## src/rtl/video_source_mux.sv

```systemverilog
// Frame-synchronous pixel source select with colour-mode transform and optional multi-frame crossfade.
// Fixed 3-cycle latency from src_rgb/pix_valid to out_rgb/out_valid; no backpressure (pixel-clock streaming).
module video_source_mux #(
  parameter int NUM_SRC = 8,
  parameter int CW = 4,
  parameter int SEL_W = 3,
  parameter int FADE_LOG2 = 2,
  parameter logic [3*CW-1:0] BG_RGB = '1
) (
  input  logic                     clk,
  input  logic                     rst,
  input  logic [NUM_SRC*3*CW-1:0]  src_rgb,
  input  logic                     pix_valid,
  input  logic                     frame_start,
  input  logic [SEL_W-1:0]         req_sel,
  input  logic [2:0]               req_mode,
  input  logic                     fade_en,
  output logic [3*CW-1:0]          out_rgb,
  output logic                     out_valid,
  output logic [SEL_W-1:0]         active_sel,
  output logic                     switch_pending,
  output logic                     fading
);

  localparam int PW = 3 * CW;
  localparam int S = 1 << FADE_LOG2;
  localparam int KW = (FADE_LOG2 > 0) ? FADE_LOG2 : 1;
  localparam int FW = CW + FADE_LOG2 + 1;
  localparam logic [KW-1:0] K_LAST = KW'(S - 1);

  typedef enum logic {IDLE, FADE} state_t;

  state_t           state_q, state_d;
  logic [SEL_W-1:0] prev_sel, active_sel_d, prev_sel_d;
  logic [2:0]       active_mode, active_mode_d;
  logic [KW-1:0]    k_q, k_d;

  logic [PW-1:0]    new_sel_px, old_sel_px;
  logic [PW-1:0]    s1_new, s1_old, s2_new, s2_old, mix_px;
  logic [2:0]       s1_mode;
  logic             s1_fade, s2_fade, s1_vld, s2_vld;
  logic [KW-1:0]    s1_k, s2_k;

  function automatic logic [PW-1:0] apply_mode(input logic [2:0] mode, input logic [PW-1:0] px);
    logic [CW-1:0] r, g, b;
    logic [CW+1:0] sum;
    r = px[PW-1 -: CW];
    g = px[2*CW-1 -: CW];
    b = px[CW-1:0];
    sum = {2'b00, r} + {1'b0, g, 1'b0} + {2'b00, b};
    case (mode)
      3'd0:    apply_mode = px;
      3'd1:    apply_mode = {3{sum[CW+1:2]}};
      3'd2:    apply_mode = {b, g, r};
      3'd3:    apply_mode = ~px;
      default: apply_mode = BG_RGB;
    endcase
  endfunction

  // Weighted mix of one component; the result is the (old*(S-k) + new*k) >> FADE_LOG2 slice.
  function automatic logic [CW-1:0] blend(input logic [CW-1:0] o, input logic [CW-1:0] n,
                                          input logic [KW-1:0] k);
    logic [FW-1:0] wk, wo, acc;
    wk = FW'(k);
    wo = FW'(S) - wk;
    acc = FW'(o) * wo + FW'(n) * wk;
    blend = acc[FADE_LOG2 +: CW];
  endfunction

  always_ff @(posedge clk) begin
    if (rst) begin
      state_q     <= IDLE;
      active_sel  <= '0;
      prev_sel    <= '0;
      active_mode <= '0;
      k_q         <= '0;
    end else begin
      state_q     <= state_d;
      active_sel  <= active_sel_d;
      prev_sel    <= prev_sel_d;
      active_mode <= active_mode_d;
      k_q         <= k_d;
    end
  end

  always_comb begin
    state_d       = state_q;
    active_sel_d  = active_sel;
    prev_sel_d    = prev_sel;
    active_mode_d = active_mode;
    k_d           = k_q;
    if (frame_start) begin
      active_mode_d = req_mode;
      case (state_q)
        IDLE: begin
          if (req_sel != active_sel) begin
            active_sel_d = req_sel;
            if (fade_en && FADE_LOG2 > 0) begin
              prev_sel_d = active_sel;
              k_d        = KW'(1);
              state_d    = FADE;
            end
          end
        end
        FADE: begin
          // A new request mid-fade restarts the blend from the currently shown target.
          if (req_sel != active_sel) begin
            prev_sel_d   = active_sel;
            active_sel_d = req_sel;
            k_d          = KW'(1);
          end else if (k_q == K_LAST) begin
            state_d = IDLE;
            k_d     = '0;
          end else begin
            k_d = k_q + KW'(1);
          end
        end
        default: state_d = IDLE;
      endcase
    end
  end

  assign fading         = (state_q == FADE);
  assign switch_pending = (req_sel != active_sel) || (req_mode != active_mode);

  always_comb begin
    new_sel_px = BG_RGB;
    old_sel_px = BG_RGB;
    for (int i = 0; i < NUM_SRC; i++) begin
      if (active_sel == SEL_W'(i)) new_sel_px = src_rgb[i*PW +: PW];
      if (prev_sel == SEL_W'(i))   old_sel_px = src_rgb[i*PW +: PW];
    end
  end

  always_comb begin
    mix_px = s2_new;
    if (s2_fade) begin
      for (int c = 0; c < 3; c++) begin
        mix_px[c*CW +: CW] = blend(s2_old[c*CW +: CW], s2_new[c*CW +: CW], s2_k);
      end
    end
  end

  // Mode and fade weight travel with the pixel so a frame_start mid-pipeline never splits a pixel.
  always_ff @(posedge clk) begin
    if (rst) begin
      s1_new    <= '0;
      s1_old    <= '0;
      s1_mode   <= '0;
      s1_fade   <= 1'b0;
      s1_k      <= '0;
      s1_vld    <= 1'b0;
      s2_new    <= '0;
      s2_old    <= '0;
      s2_fade   <= 1'b0;
      s2_k      <= '0;
      s2_vld    <= 1'b0;
      out_rgb   <= '0;
      out_valid <= 1'b0;
    end else begin
      s1_new    <= new_sel_px;
      s1_old    <= old_sel_px;
      s1_mode   <= active_mode;
      s1_fade   <= (state_q == FADE);
      s1_k      <= k_q;
      s1_vld    <= pix_valid;
      s2_new    <= apply_mode(s1_mode, s1_new);
      s2_old    <= apply_mode(s1_mode, s1_old);
      s2_fade   <= s1_fade;
      s2_k      <= s1_k;
      s2_vld    <= s1_vld;
      out_rgb   <= s2_vld ? mix_px : '0;
      out_valid <= s2_vld;
    end
  end

endmodule

```

## config.mk

```make
export PLATFORM = sky130hd
export DESIGN_NAME = video_source_mux
export DESIGN_NICKNAME = d
export VERILOG_FILES = /design/src/rtl/video_source_mux.sv
export SDC_FILE = /design/constraint.sdc
export NUM_CORES = 1
export LEC_CHECK = 0
export ABC_CLOCK_PERIOD_IN_PS = 4019
export BUFFER_PORTS_ARGS = -buffer_cell sky130_fd_sc_hd__buf_4
export CORE_AREA = 2 2 176 178
export CTS_CLUSTER_SIZE = 12
export DETAILED_ROUTE_END_ITERATION = 10
export DIE_AREA = 0 0 178 180
export PLACE_DENSITY = 0.52
export SETUP_SLACK_MARGIN = 0.3
export SLEW_MARGIN = 20
export SYNTH_ARGS = -nofsm -noshare
export SYNTH_HDL_FRONTEND = slang
export SYNTH_SLANG_ARGS = --single-unit
```

## constraint.sdc

```tcl
create_clock -name clk -period 4.02 [get_ports clk]
set_input_delay 0 -clock clk [delete_from_list [all_inputs] [get_ports clk]]
set_output_delay 0 -clock clk [all_outputs]
set_load 0.005 [all_outputs]
```

---- After elaboration in Yosys (flattened, before gate mapping) ----
Cells that the tools add are included.
Widths: inputs -> output; s select.
word-level totals
  logic and storage cells ................. 102
  flip-flop bits (word level) ............. 84
  output and inout port bits .............. 18
  input bits .............................. 107
operators by class
  reduce and logical (&&, ||, !) cells .... 8
  $add $sub $neg .......................... 9
  mux-type cells .......................... 34
  equality and inequality tests ........... 23
  bitwise operators ....................... 4
  multipliers ............................. 6
operators with widths
  kind                 number
  $mux 12              17
  $pmux 12 s4          2
  $eq 3x3->1 const B   8
  $not 12->12          2
  $add 6x6->6          3
  $eq 3x2->1 const B   6
  $mul 4x2->6          3
  $mul 4x7->6          2
  $add 4x5->6          2
  $add 6x4->6          2
  $mux 3               4
  $eq 3x1->1 const B   3
  $logic_not 3->1      3
  $mux 2               4
  $mul 5x4->6          1
  $ne 3x3->1           2
  $pmux 3 s2           1
  $mux 1               4
  $ne 2x2->1 const B   2
  $pmux 2 s2           1
  $reduce_and 4->1     1
  $sub 3x2->4 const A  1
  $reduce_and 3->1     1
  $add 2x1->2 const B  1
  other kinds (7)      8

---- Longest topological paths before layout ----
  depth after elaboration ................. 9
  mapped depth ............................ 17
  depth with buffers taken out ............ 15

---- Least setup slack after synthesis ----
No wires, ideal clock.
  kind .................................... register to register
  start ................................... register s2_k[0]
  end ..................................... register out_rgb[11]
  data arrival time ....................... 3.848 ns
  cell stages (with the launch flop) ...... 18
  data required time ...................... 3.892 ns
  path buffers ............................ 2
  setup time .............................. 0.128 ns
  period minus slack after synthesis ...... 3.976 ns
  slack ................................... 0.044 ns
  cell sequence ........................... dfxtp_1 clkbuf_1 inv_1 ha_1 clkbuf_1 nand2_1 fa_1 inv_1 fa_1 inv_1 fa_1 inv_1 ha_1 a21o_1 a21oi_1 xnor3_1 mux2i_1 nor2_1
between the ends
  longest elaborated chain between the ends .. 4
  elaborated cells between the ends (all ways) .. 5
  classes of those cells .................. 2 x add/sub; 2 x mul; 1 x mux
RTL lines
  item                      line  RTL
  start: declaration        42    logic [KW-1:0] s1_k, s2_k;
  start signal: assignment  170   s2_k <= s1_k;
  $sub 3x2->4               65    wo = FW'(S) - wk;
  $mul 5x4->6               66    acc = FW'(o) * wo + FW'(n) * wk;
  $add 6x6->6 *             66
  $mux 12 *                 137   if (s2_fade) begin
  end signal: assignment    172   out_rgb <= s2_vld ? mix_px : '0;
  end: declaration          18    output logic [3*CW-1:0] out_rgb,
Mark *: on every way between the ends. The rest lies on a longest branch, timed or not.
A chain may end at the register's enable or synchronous reset.

---- Final worst setup path ----
  start ................................... register s2_k[1]
  end ..................................... register out_rgb[11]
Same word-level chain as after synthesis.

==> impl_metrics.toml <==
[status]
status = "completed"

[detailed_routing]
drtIter0Drc = 288
viasPerCell = 4.69
route.detailed.drc = 0
drtAntennaViolNets = 0
wl_um = 20400
wl_per_cell_um = 15.2
vias = 6262
dr.pass1.iters = 5

[worst_setup_path]
start_kind = "flop"
end_kind = "flop"
worst_path_largest_cell_delay_ps = 550
worstPathArrival_ps = 3760
critPathKind = "flop to flop"
cp_slowest_cell = "fa_1"
crit_path_max_fanout = 12
crit_path_frequent_cell = "inv_1"
path_cells = "inv_1 -> ha_4 -> nand2_1 -> fa_1 -> inv_1 -> fa_1 -> inv_1 -> fa_1 -> inv_1 -> ha_1 -> a21o_1 -> a21oi_2 -> xnor3_1 -> mux2i_1 -> nor2_1"
crit_required_ps = 4240

[logic_synthesis]
synth_cell_types = 58
yosys.area.top_type = "dfxtp_1"
synthCells = 816
synth.area.top_cells = "dfxtp_1 25%, fa_1 10%, ha_1 6.4%, nor2_1 4.9%, a21oi_1 4.0%"
synth-seq-cells = 84
mappedNetlistNets = 993
synth_top_area_share = 0.246
syn_area_sq_mm = 0.00683
ys_warn_count = 0
synth_ff_type = "dfxtp_1"
synth_edf_count = 0
synth_async_sr_flop_share = 0
syn_area_per_cell_sq_um = 8.37
synth_seq_area_share = 0.246

[floorplanning]
initial_utilization = 0.226
dieArea_sq_mm = 0.0320
dieWidth_um = 178
die_y_um = 180
core.rowCount = 64
core_sq_mm = 0.0302
ios = 125

[placed_design]
dpl_cell_area_sq_mm = 0.00805
io_buffers = 124
hpwl_um = 15900
globalplace.congestion = 0.856
place_ws_ps = 263
dp_cells = 1290

[cells_and_area]
most-common-layout-cells = "138 x buf_4, 90 x nor2_1, 82 x dfxtp_1"
final_cell_area_sq_mm = 0.00867
final_util = 0.287
fin_nets = 1112
final_cells = 1336
antennaDiodeCount = 0
area_growth_pct = 26.8
fill_cells = 3251
drive_gt1_frac = 0.215
layout_commonest_cell = "buf_4"

[sta]
slew_headroom = 0.462
max_freq_mhz = 282
finalWorstSetupSlack_ps = 476
setup_violations = 0
drv_slew = 0
skew_ps = 12.0
period_share = 0.882
rsz0062_at_grt = "no"
period_needed_ps = 3540
tightest_slew_ps = 807
finalHoldViolCount = 0
finalSetupTns_ps = 0
whs_ps = 11.7

[hold_path]
worstHoldPathType = "primary input to flop"

[grt]
grt_max_degree = 73
grt_overflow = 0
grt_use_total = 0.127
antenna_found_initial = 0
grt_pass1_vias = 6139
grt_pass1_wl_um = 32800

[cts]
cts_tree = "yes"
path_clk_slew_ps = 60
clk_latency_ps = 350
htree_levels = 3
cts_sinks = 84
clock_path_buffers = 2
clockRootBuffer = "clkbuf_16"
numCtsBuffers = 9

[pwr]
vdd_drop_max_v = 0.000200
p_total_mw = 2.45
p_per_area_mw_per_mm2 = 282
p_leak_nw = 3.54

[run]
max-cap-violations = 0
## kinds of logic (layout without fill, tap and decap cells)
group,after synthesis,count (layout),synth area share
AOI/OAI and AO/OA,235,235,0.225
and+or+nand+nor,233,233,0.167
buffers and inverters,123,247,0.0800
DFF,84,84,0.246
adders and majority gates,70,70,0.167
muxes,51,51,0.0861
xor gates and xnor gates,20,20,0.0288
## final cells by class
| class | count | area [sq um] | share of cell area |
|---|---|---|---|
| timing repair buffer | 166 | 1320 | 0.152 |
| multi-input combinational | 609 | 4620 | 0.533 |
| inverter | 65 | 244 | 0.0282 |
| clock inverter | 7 | 81.3 | 0.00938 |
| tap | 396 | 495 | 0.0572 |
| clock buffer | 9 | 225 | 0.0260 |
| sequential | 84 | 1680 | 0.194 |
## state kept, by name, summed over array words and instances (netlist names)
name         count
s2_new          12
k_q              2
s1_k             2
s2_old          12
s1_vld           1
s2_fade          1
active_mode      3
s2_vld           1
s1_fade          1
active_sel       3
s1_old          12
out_rgb         12
out_valid        1
s1_new          12
s2_k             2
prev_sel         3
fading           1
s1_mode          3
## power by group
part	total, mW	leakage [nW]	switching (mW)	internal (mW)
Clock	0.869	0.153	0.376	0.493
Sequential	0.974	0.692	0.0842	0.890
Combinational	0.604	2.69	0.300	0.304
## per-layer routing
metal / vias to the layer above / global-route usage / wire (um)
li1: 3087 / - / -
met1: 2909 / 0.179 / 9660
met2: 251 / 0.197 / 9060
met3: 15 / 0.0264 / 1420
met4: 0 / 0.0351 / 229
met5: - / 0 / 0
## synthesized netlist by cell type, types with 3 or more instances
master and count:
nand2_1 48, a31oi_1 14, mux2_2 22, a2111oi_2 4, mux2i_1 25, xnor2_1 16
and3_1 3, buf_6 4, a211oi_1 14, a21oi_1 55, buf_4 8, clkbuf_1 23
buf_2 20, nor3b_1 4, o21a_1 16, ha_1 35, buf_1 3, and4_1 3
nor2_1 90, nor2b_1 17, and2_1 43, o21ai_0 46, a221oi_1 11, nand3_1 6
fa_1 35, nand2b_1 5, a21o_1 5, mux4_2 4, inv_1 62, o21ai_1 8
o41ai_1 4, dfxtp_1 84, a22oi_1 3, o221ai_1 15, o22ai_1 28
## worst max-delay path: cells and delay by family, from the launching register on
family                   cells  cell delay, ps
AO/OA/AOI/OAI                2             310
XOR/XNOR                     1             210
adder cells (fa/ha/maj)      5            2060
buffers and inverters        4             240
flip-flops                   1             320
multiplexers                 1             150
AND/OR/NAND/NOR              2             140
## worst paths after layout
| kind | endpoint | start | cells after the start | slack (ps) |
|---|---|---|---|---|
| max reg2reg | out_rgb[11] | s2_k[1] | 15 | 480 |
| min reg2reg | s2_vld | s1_vld | 1 | 450 |
| max | out_rgb[11] | s2_k[1] | 15 | 480 |
| min | s1_new[5] | src_rgb[89] | 3 | 10 |
## repair_timing
item                                   in CTS  in global routing
setup endpoints to repair                   1                  2
hold buffers                               28                  0
endpoints found under the hold margin      24                  0
gates resized for setup                     1                  3
setup buffers                               0                  2
pin swaps                                   0                  2
gates cloned                                0                  0
Power figures use the tool's default switching activity.
